$ cat src/rtl/flood_fill_ctrl.sv
// flood_fill_ctrl
//   Turns player open/flag commands into strobes for the board cover array.
//   When a zero-count cell opens, its in-bounds neighbours are pushed onto an
//   internal LIFO and opened in turn (flood fill). The block also tracks mine
//   hits and how many cells have been opened since reset.
//
// Build option: define FLOOD_FILL_EN to build the neighbour LIFO and the
//   EXPAND/POP path. Without it only the commanded cell is opened, and
//   overflow_o is tied low.
//
// Ports
//   clk_i, reset_n_i       clock (rising edge), asynchronous active-low reset
//   usr_valid_i/ready_o    player command handshake
//   usr_flag_i/open_i      command kind; both or neither set is discarded
//   usr_x_i/usr_y_i        command coordinate
//   cov_flag_o/open_o      one-cycle strobes to the cover array
//   cov_x_o/cov_y_o        cover array address
//   cov_opened_i           cover array: cell became opened (one cycle after cov_open_o)
//   adj_count_i, is_mine_i combinational cell info at cov_x_o/cov_y_o
//   busy_o                 controller not in IDLE
//   mine_hit_o, overflow_o sticky status flags
//   cells_opened_o         opened-cell count
//
// state    | meaning
// S_INIT   | cover array self-clear, X_SIZE*Y_SIZE cycles
// S_IDLE   | accepting player commands
// S_ISSUE  | cov_open strobe at cur
// S_WAIT   | evaluating the cover array response for cur
// S_EXPAND | push in-range neighbours of a zero cell, one per cycle
// S_POP    | fetch the next pending cell from the LIFO

module flood_fill_ctrl #(
    parameter int X_SIZE       = 16,
    parameter int Y_SIZE       = 16,
    parameter int X_COORD_BITS = 4,
    parameter int Y_COORD_BITS = 4,
    parameter int STACK_DEPTH  = 256,
    parameter int STACK_BITS   = 8
) (
    input  logic                                 clk_i,
    input  logic                                 reset_n_i,
    input  logic                                 usr_valid_i,
    output logic                                 usr_ready_o,
    input  logic                                 usr_flag_i,
    input  logic                                 usr_open_i,
    input  logic [X_COORD_BITS-1:0]              usr_x_i,
    input  logic [Y_COORD_BITS-1:0]              usr_y_i,
    output logic                                 cov_flag_o,
    output logic                                 cov_open_o,
    output logic [X_COORD_BITS-1:0]              cov_x_o,
    output logic [Y_COORD_BITS-1:0]              cov_y_o,
    input  logic                                 cov_opened_i,
    input  logic [3:0]                           adj_count_i,
    input  logic                                 is_mine_i,
    output logic                                 busy_o,
    output logic                                 mine_hit_o,
    output logic                                 overflow_o,
    output logic [X_COORD_BITS+Y_COORD_BITS:0]   cells_opened_o
);

    localparam int IW = X_COORD_BITS + Y_COORD_BITS;
    localparam int CW = IW + 1;
    localparam logic [IW-1:0] INIT_LAST = IW'(X_SIZE * Y_SIZE - 1);

    typedef enum logic [2:0] {S_INIT, S_IDLE, S_ISSUE, S_WAIT, S_EXPAND, S_POP} state_e;

    state_e                  state_q, state_d;
    logic [IW-1:0]           init_cnt_q, init_cnt_d;
    logic [X_COORD_BITS-1:0] cur_x_q, cur_x_d, cov_x_q, cov_x_d;
    logic [Y_COORD_BITS-1:0] cur_y_q, cur_y_d, cov_y_q, cov_y_d;
    logic                    cov_flag_q, cov_flag_d, cov_open_q, cov_open_d;
    logic                    usr_ready_q, usr_ready_d, busy_q, busy_d;
    logic                    mine_hit_q, mine_hit_d;
    logic [CW-1:0]           cells_q, cells_d;

`ifdef FLOOD_FILL_EN
    localparam logic [STACK_BITS:0] SP_ONE  = (STACK_BITS+1)'(1);
    localparam logic [STACK_BITS:0] SP_FULL = (STACK_BITS+1)'(STACK_DEPTH);

    logic [STACK_BITS:0]     sp_q, sp_d;
    logic [2:0]              nbr_q, nbr_d;
    logic                    overflow_q, overflow_d;
    logic [IW-1:0]           stack_q [STACK_DEPTH];
    logic                    push, nbr_valid;
    logic [IW-1:0]           push_data, top_data;
    int                      dx, dy, nx, ny;

    // Neighbour offset for the current nbr index; range check is done in
    // signed integer space so edge cells never wrap to the far side.
    always_comb begin
        dx = 0;
        dy = 0;
        case (nbr_q)
            3'd0: begin dx = -1; dy = -1; end
            3'd1: begin dx =  0; dy = -1; end
            3'd2: begin dx =  1; dy = -1; end
            3'd3: begin dx = -1; dy =  0; end
            3'd4: begin dx =  1; dy =  0; end
            3'd5: begin dx = -1; dy =  1; end
            3'd6: begin dx =  0; dy =  1; end
            default: begin dx = 1; dy = 1; end
        endcase
        nx        = int'(cur_x_q) + dx;
        ny        = int'(cur_y_q) + dy;
        nbr_valid = (nx >= 0) && (nx < X_SIZE) && (ny >= 0) && (ny < Y_SIZE);
        push_data = {X_COORD_BITS'(nx), Y_COORD_BITS'(ny)};
    end

    // With a full stack the low index bits wrap to zero, so minus one still
    // addresses the top entry.
    assign top_data = stack_q[sp_q[STACK_BITS-1:0] - STACK_BITS'(1)];

    always_ff @(posedge clk_i) begin
        if (push) stack_q[sp_q[STACK_BITS-1:0]] <= push_data;
    end

    always_ff @(posedge clk_i or negedge reset_n_i) begin
        if (!reset_n_i) begin
            sp_q       <= '0;
            nbr_q      <= '0;
            overflow_q <= 1'b0;
        end else begin
            sp_q       <= sp_d;
            nbr_q      <= nbr_d;
            overflow_q <= overflow_d;
        end
    end

    assign overflow_o = overflow_q;
`else
    logic unused_adj;
    assign unused_adj = ^adj_count_i;
    assign overflow_o = 1'b0;
`endif

    always_comb begin
        state_d    = state_q;
        init_cnt_d = init_cnt_q;
        cur_x_d    = cur_x_q;
        cur_y_d    = cur_y_q;
        cov_x_d    = cov_x_q;
        cov_y_d    = cov_y_q;
        cov_flag_d = 1'b0;
        cov_open_d = 1'b0;
        mine_hit_d = mine_hit_q;
        cells_d    = cells_q;
`ifdef FLOOD_FILL_EN
        sp_d       = sp_q;
        nbr_d      = nbr_q;
        overflow_d = overflow_q;
        push       = 1'b0;
`endif
        case (state_q)
            S_INIT: begin
                if (init_cnt_q == '0) state_d = S_IDLE;
                else                  init_cnt_d = init_cnt_q - IW'(1);
            end
            S_IDLE: begin
                if (usr_valid_i && usr_ready_q) begin
                    if (usr_flag_i && !usr_open_i) begin
                        cov_flag_d = 1'b1;
                        cov_x_d    = usr_x_i;
                        cov_y_d    = usr_y_i;
                    end else if (usr_open_i && !usr_flag_i) begin
                        cur_x_d    = usr_x_i;
                        cur_y_d    = usr_y_i;
                        cov_x_d    = usr_x_i;
                        cov_y_d    = usr_y_i;
                        cov_open_d = 1'b1;
                        state_d    = S_ISSUE;
                    end
                end
            end
            S_ISSUE: state_d = S_WAIT;
            S_WAIT: begin
`ifdef FLOOD_FILL_EN
                state_d = S_POP;
`else
                state_d = S_IDLE;
`endif
                if (cov_opened_i) begin
                    cells_d = cells_q + CW'(1);
                    if (is_mine_i) begin
                        mine_hit_d = 1'b1;
                        state_d    = S_IDLE;
`ifdef FLOOD_FILL_EN
                        sp_d       = '0;
                    end else if (adj_count_i == 4'd0) begin
                        nbr_d   = '0;
                        state_d = S_EXPAND;
`endif
                    end
                end
            end
`ifdef FLOOD_FILL_EN
            S_EXPAND: begin
                if (nbr_valid) begin
                    if (sp_q == SP_FULL) begin
                        overflow_d = 1'b1;
                    end else begin
                        push = 1'b1;
                        sp_d = sp_q + SP_ONE;
                    end
                end
                if (nbr_q == 3'd7) state_d = S_POP;
                else               nbr_d   = nbr_q + 3'd1;
            end
            S_POP: begin
                if (sp_q == '0) begin
                    state_d = S_IDLE;
                end else begin
                    sp_d       = sp_q - SP_ONE;
                    cur_x_d    = top_data[IW-1:Y_COORD_BITS];
                    cur_y_d    = top_data[Y_COORD_BITS-1:0];
                    cov_x_d    = top_data[IW-1:Y_COORD_BITS];
                    cov_y_d    = top_data[Y_COORD_BITS-1:0];
                    cov_open_d = 1'b1;
                    state_d    = S_ISSUE;
                end
            end
`endif
            default: state_d = S_IDLE;
        endcase
        usr_ready_d = (state_d == S_IDLE) && !mine_hit_d;
        busy_d      = (state_d != S_IDLE);
    end

    always_ff @(posedge clk_i or negedge reset_n_i) begin
        if (!reset_n_i) begin
            state_q     <= S_INIT;
            init_cnt_q  <= INIT_LAST;
            cur_x_q     <= '0;
            cur_y_q     <= '0;
            cov_x_q     <= '0;
            cov_y_q     <= '0;
            cov_flag_q  <= 1'b0;
            cov_open_q  <= 1'b0;
            usr_ready_q <= 1'b0;
            busy_q      <= 1'b1;
            mine_hit_q  <= 1'b0;
            cells_q     <= '0;
        end else begin
            state_q     <= state_d;
            init_cnt_q  <= init_cnt_d;
            cur_x_q     <= cur_x_d;
            cur_y_q     <= cur_y_d;
            cov_x_q     <= cov_x_d;
            cov_y_q     <= cov_y_d;
            cov_flag_q  <= cov_flag_d;
            cov_open_q  <= cov_open_d;
            usr_ready_q <= usr_ready_d;
            busy_q      <= busy_d;
            mine_hit_q  <= mine_hit_d;
            cells_q     <= cells_d;
        end
    end

    assign usr_ready_o    = usr_ready_q;
    assign cov_flag_o     = cov_flag_q;
    assign cov_open_o     = cov_open_q;
    assign cov_x_o        = cov_x_q;
    assign cov_y_o        = cov_y_q;
    assign busy_o         = busy_q;
    assign mine_hit_o     = mine_hit_q;
    assign cells_opened_o = cells_q;

endmodule

$ cat config.mk
export PLATFORM = sky130hd
export DESIGN_NAME = flood_fill_ctrl
export DESIGN_NICKNAME = d
export VERILOG_FILES = /design/src/rtl/flood_fill_ctrl.sv
export SDC_FILE = /design/constraint.sdc
export NUM_CORES = 1
export LEC_CHECK = 0
export CAP_MARGIN = 20
export CORE_ASPECT_RATIO = 2
export CORE_MARGIN = 8
export CORE_UTILIZATION = 47
export CTS_CLUSTER_SIZE = 8
export DETAILED_ROUTE_END_ITERATION = 10
export MAX_ROUTING_LAYER = met4
export PLACE_DENSITY = 0.77
export SLEW_MARGIN = 25
export SYNTH_ARGS = -nofsm -noshare
export SYNTH_HDL_FRONTEND = slang
export SYNTH_SLANG_ARGS = --single-unit
$ cat constraint.sdc
create_clock -name clk_i -period 2.1 [get_ports clk_i]
set_input_delay 0.63 -clock clk_i [delete_from_list [all_inputs] [get_ports clk_i]]
set_output_delay 0.63 -clock clk_i [all_outputs]
set_load 0.1 [all_outputs]
==> flow_summary_export.csv <==
group,metric,value,unit
drt,ant_nets,0,
placed_design,placed_cell_area,2170,um^2
synth,synth_compound_area_share,6.06,%
drt,route.detailed.drc,0,
placed_design,pre_cts_ws,-0.326,ns
setup_path,rr_worst_depth,5,
global_routing,antenna_found_initial,0,
clock_network,numClockSinks,33,
floorplan,rows,29,
cells_and_area,layout.nets,195,
drt,first_iter_violations,14,
floorplan,die_width,56.0,um
floorplan,standard_cell_core_area,3120,um^2
global_routing,first_pass_grt_wire_length,6.05,mm
synth,ys_ff_latch,33,
global_routing,grt_util_all_layers,14.8,%
drt,routed_wirelength,3.41,mm
pwr,p_comb_share,39.7,%
cells_and_area,area_delta_synth_final,52.8,%
timing,fin_hold_ws,0.518,ns
clock_network,tritoncts_clock_tree,"done",
status,outcome,"complete, no violations",
pwr,clock_power_share,26.3,%
hold_path,hold_start,"init_cnt_q[6]",
hold_path,worstHoldPathType,"reg -> reg",
synth,synth_largest_type_area_fraction,39.9,%
cells_and_area,fin_area,2300,um^2
synth,synth_top_cells_by_count,"24 x sky130_fd_sc_hd__dfrtp_1, 11 x sky130_fd_sc_hd__mux2_2, 9 x sky130_fd_sc_hd__dfstp_2, 9 x sky130_fd_sc_hd__nand2_1, 8 x sky130_fd_sc_hd__inv_1",
clock_network,h-tree-depth,2,
pwr,p_sw_share,38.5,%
setup_path,worstPathMaxFanout,8,
timing,post-route-min-period,2.05,ns
hold_path,min_delay_path_depth,1,
hold_path,timing.hold.worst_endpoint,"init_cnt_q[6]",
drt,routed-via-count,1112,
synth,post_synth_xor_area_fraction,5.81,%
clock_network,cts-root-buf,"sky130_fd_sc_hd__clkbuf_8",
synth,synth.top_cells.by_area,"sky130_fd_sc_hd__dfrtp_1 40%, sky130_fd_sc_hd__dfstp_2 16%, sky130_fd_sc_hd__mux2_2 8.2%",
cells_and_area,share_of_cells_above_drive_strength_1,36.8,%
synth,synthDominantAreaCellType,"sky130_fd_sc_hd__dfrtp_1",
placed_design,placed_wire_length_estimate_after_detailed_placement,2.69,mm
global_routing,grt_remaining_overflow,0,
timing,rsz_0062_raised_after_global_routing,"false",
cells_and_area,fillCellCount,200,
timing,slew_headroom,58.8,%
pwr,internal_power,1.42,mW
timing,fmax,487,MHz
floorplan,initial_core_util,48.3,%
cells_and_area,antennaDiodeCount,0,
setup_path,worstReg2RegStart,"init_cnt_q[0]",
pwr,power_switching,0.890,mW
floorplan,die_h,96.1,um
synth,synth-edff-count,0,
cells_and_area,fin_cells,202,
pwr,power_density,1000,nW/um^2
synth,ys.warnings.count,0,
floorplan,floorplan.die_area,5380,um^2
pwr,power_frac_seq,34.0,%
clock_network,max-clock-path-buffers,2,
drt,firstDrtPassIters,4,
synth,synth_sequential_area_ratio,55.6,%
global_routing,grt_start_max_net_pins,34,
synth,post_synth_and_or_nand_nor_area_fraction,15.6,%
timing,final_hold_vios,0,
synth,synth_cell_types,36,
clock_network,clk_transition_reported_paths,0.06,ns
setup_path,cp-end-kind,"register",
flow_run,maxCapViolations,0,
synth,post_synth_mux_area_share,8.89,%
timing,report.final.slew_viol_count,0,
clock_network,cts_bufs_inserted,5,
synth,synth.most_common_cell,"sky130_fd_sc_hd__dfrtp_1",
setup_path,ff2ff_setup_slack,0.34,ns
setup_path,critical_path_required,2.27,ns
drt,wire_per_inst,16.9,um
timing,max_slew.worst_pin.slew,0.613,ns
drt,post_drt_via_cell_ratio,5.50,
floorplan,io_pins,42,
placed_design,globalplace.congestion,0.848,
setup_path,worstReg2RegEnd,"init_cnt_q[4]",
placed_design,dpl.cell_count,194,
synth,avgSynthCellArea,12.4,um^2
setup_path,cp_data_arrival_time,2.22,ns
synth,asyncSetResetFlopFracSynth,100,%
synth,synth_adder_area_share,4.98,%
synth,area_of_the_mapped_netlist,1510,um^2
synth,number_of_instances_in_the_synthesized_netlist,121,
pwr,leakage,1.01,nW
synth,synth_top_family_by_area,"simple AND/OR/NAND/NOR gates",
global_routing,grt_pass1_vias,1299,
cells_and_area,post-route-util,73.8,%
clock_network,cts_post_setup_buffers_inserted,0,
clock_network,insertion_delay_of_the_later_clocked_pin_in_the_worst_skew_pair,0.28,ns
timing,timing.clock.skew,0.00286,ns
timing,finalSetupViolCount,0,
placed_design,place.port_buffers,36,
timing,post-route-worst-setup-slack,0.0456,ns
timing,final.period_utilization,97.8,%
pwr,peakVddDrop,788,uV
synth,dominantRegCellSynth,"sky130_fd_sc_hd__dfrtp_1",
setup_path,worst-setup-path-type,"in -> reg",
setup_path,type_of_element_launching_the_critical_path,"input port",
stage by stage:
stage / power (mW) / TNS (ns)
CTS: 2.34 / 0
global placement: 1.70 / -2.39
global route: 2.39 / 0
finish: 2.31 / 0
detailed placement: 1.72 / -2.81
floorplan: 1.32 / 0
per-layer routing:
layer | global-route usage [%] | share of wire [%] | vias to the layer above
met1 | 11.8 | 33 | 542
met3 | 5.81 | 6.1 | 12
met2 | 27.0 | 57 | 38
met4 | 9.88 | 3.9 | 0
met5 | - | 0 | -
li1 | - | - | 520
flip-flops by register name, summed over array words and instances (netlist names):
register	flops
init_cnt_q	8
state_q	3
cov_y_o	4
usr_ready_o	1
cov_flag_o	1
busy_o	1
mine_hit_o	1
cov_open_o	1
cells_opened_o	9
cov_x_o	4
how the worst max path moves through the flow:
stage	startpoint	endpoint	slack, ns	cells past startpoint
6_report	usr_flag_i	cov_y_o[2]	0.05	6
5_1_grt	usr_flag_i	cov_y_o[0]	0.007	6
2_1_floorplan	usr_ready_o	cov_x_o[0]	0.04	3
3_3_place_gp	usr_flag_i	cov_y_o[1]	-0.28	6
3_5_place_dp	usr_flag_i	cov_y_o[2]	-0.33	6
4_1_cts	usr_flag_i	cov_y_o[2]	0.04	6
timing repair:
action                                  in CTS  in global routing
hold buffers                                 0                  0
gates resized for setup                      2                  0
endpoints found under the setup margin       8                  0
cells by family (layout without fill, tap and decap cells):
kind of cell | after synthesis | in the layout
other | 1 | 2
AO/OA/AOI/OAI | 11 | 11
multiplexers | 12 | 12
flip-flops | 33 | 33
buffers and inverters | 10 | 59
adder cells (fa/ha/maj) | 6 | 6
AND/OR/NAND/NOR | 38 | 38
XOR/XNOR | 10 | 10
cell type report:
cell class | count | area [um^2] | area share, %
Sequential cell | 33 | 837 | 36.4
Multi-Input combinational cell | 79 | 643 | 27.9
Timing Repair Buffer | 43 | 637 | 27.7
Clock buffer | 7 | 86.3 | 3.75
Tap cell | 31 | 38.8 | 1.68
Clock inverter | 1 | 30.0 | 1.30
Inverter | 8 | 30.0 | 1.30
layout by cell type, fill, tap and decap left out, drive strengths merged, types with 2 or more instances in the layout:
master,count
conb,2
inv,8
nand4,3
nand2,9
a21oi,4
dfstp,9
nor4,4
dfrtp,24
nor2,2
ha,6
xor2,4
nand4b,2
mux2,11
clkdlybuf4s50,14
buf,29
nand3,2
nor3,7
xnor2,6
clkbuf,7
power groups by stage:
stage	clock network, mW	registers, mW	logic, mW
finish	0.609	0.786	0.917
global route	0.652	0.795	0.946
CTS	0.626	0.788	0.927
detailed placement	0	0.798	0.921
global placement	0	0.793	0.906
floorplan	0	1.23	0.0944
worst max-delay path: stages:
cell and delay (ns):
sky130_fd_sc_hd__clkdlybuf4s50_1 0.49, sky130_fd_sc_hd__inv_1 0.09, sky130_fd_sc_hd__ha_4 0.25, sky130_fd_sc_hd__nor4_4 0.25, sky130_fd_sc_hd__buf_6 0.17, sky130_fd_sc_hd__mux2_2 0.34
Power figures use the tool's default switching activity.
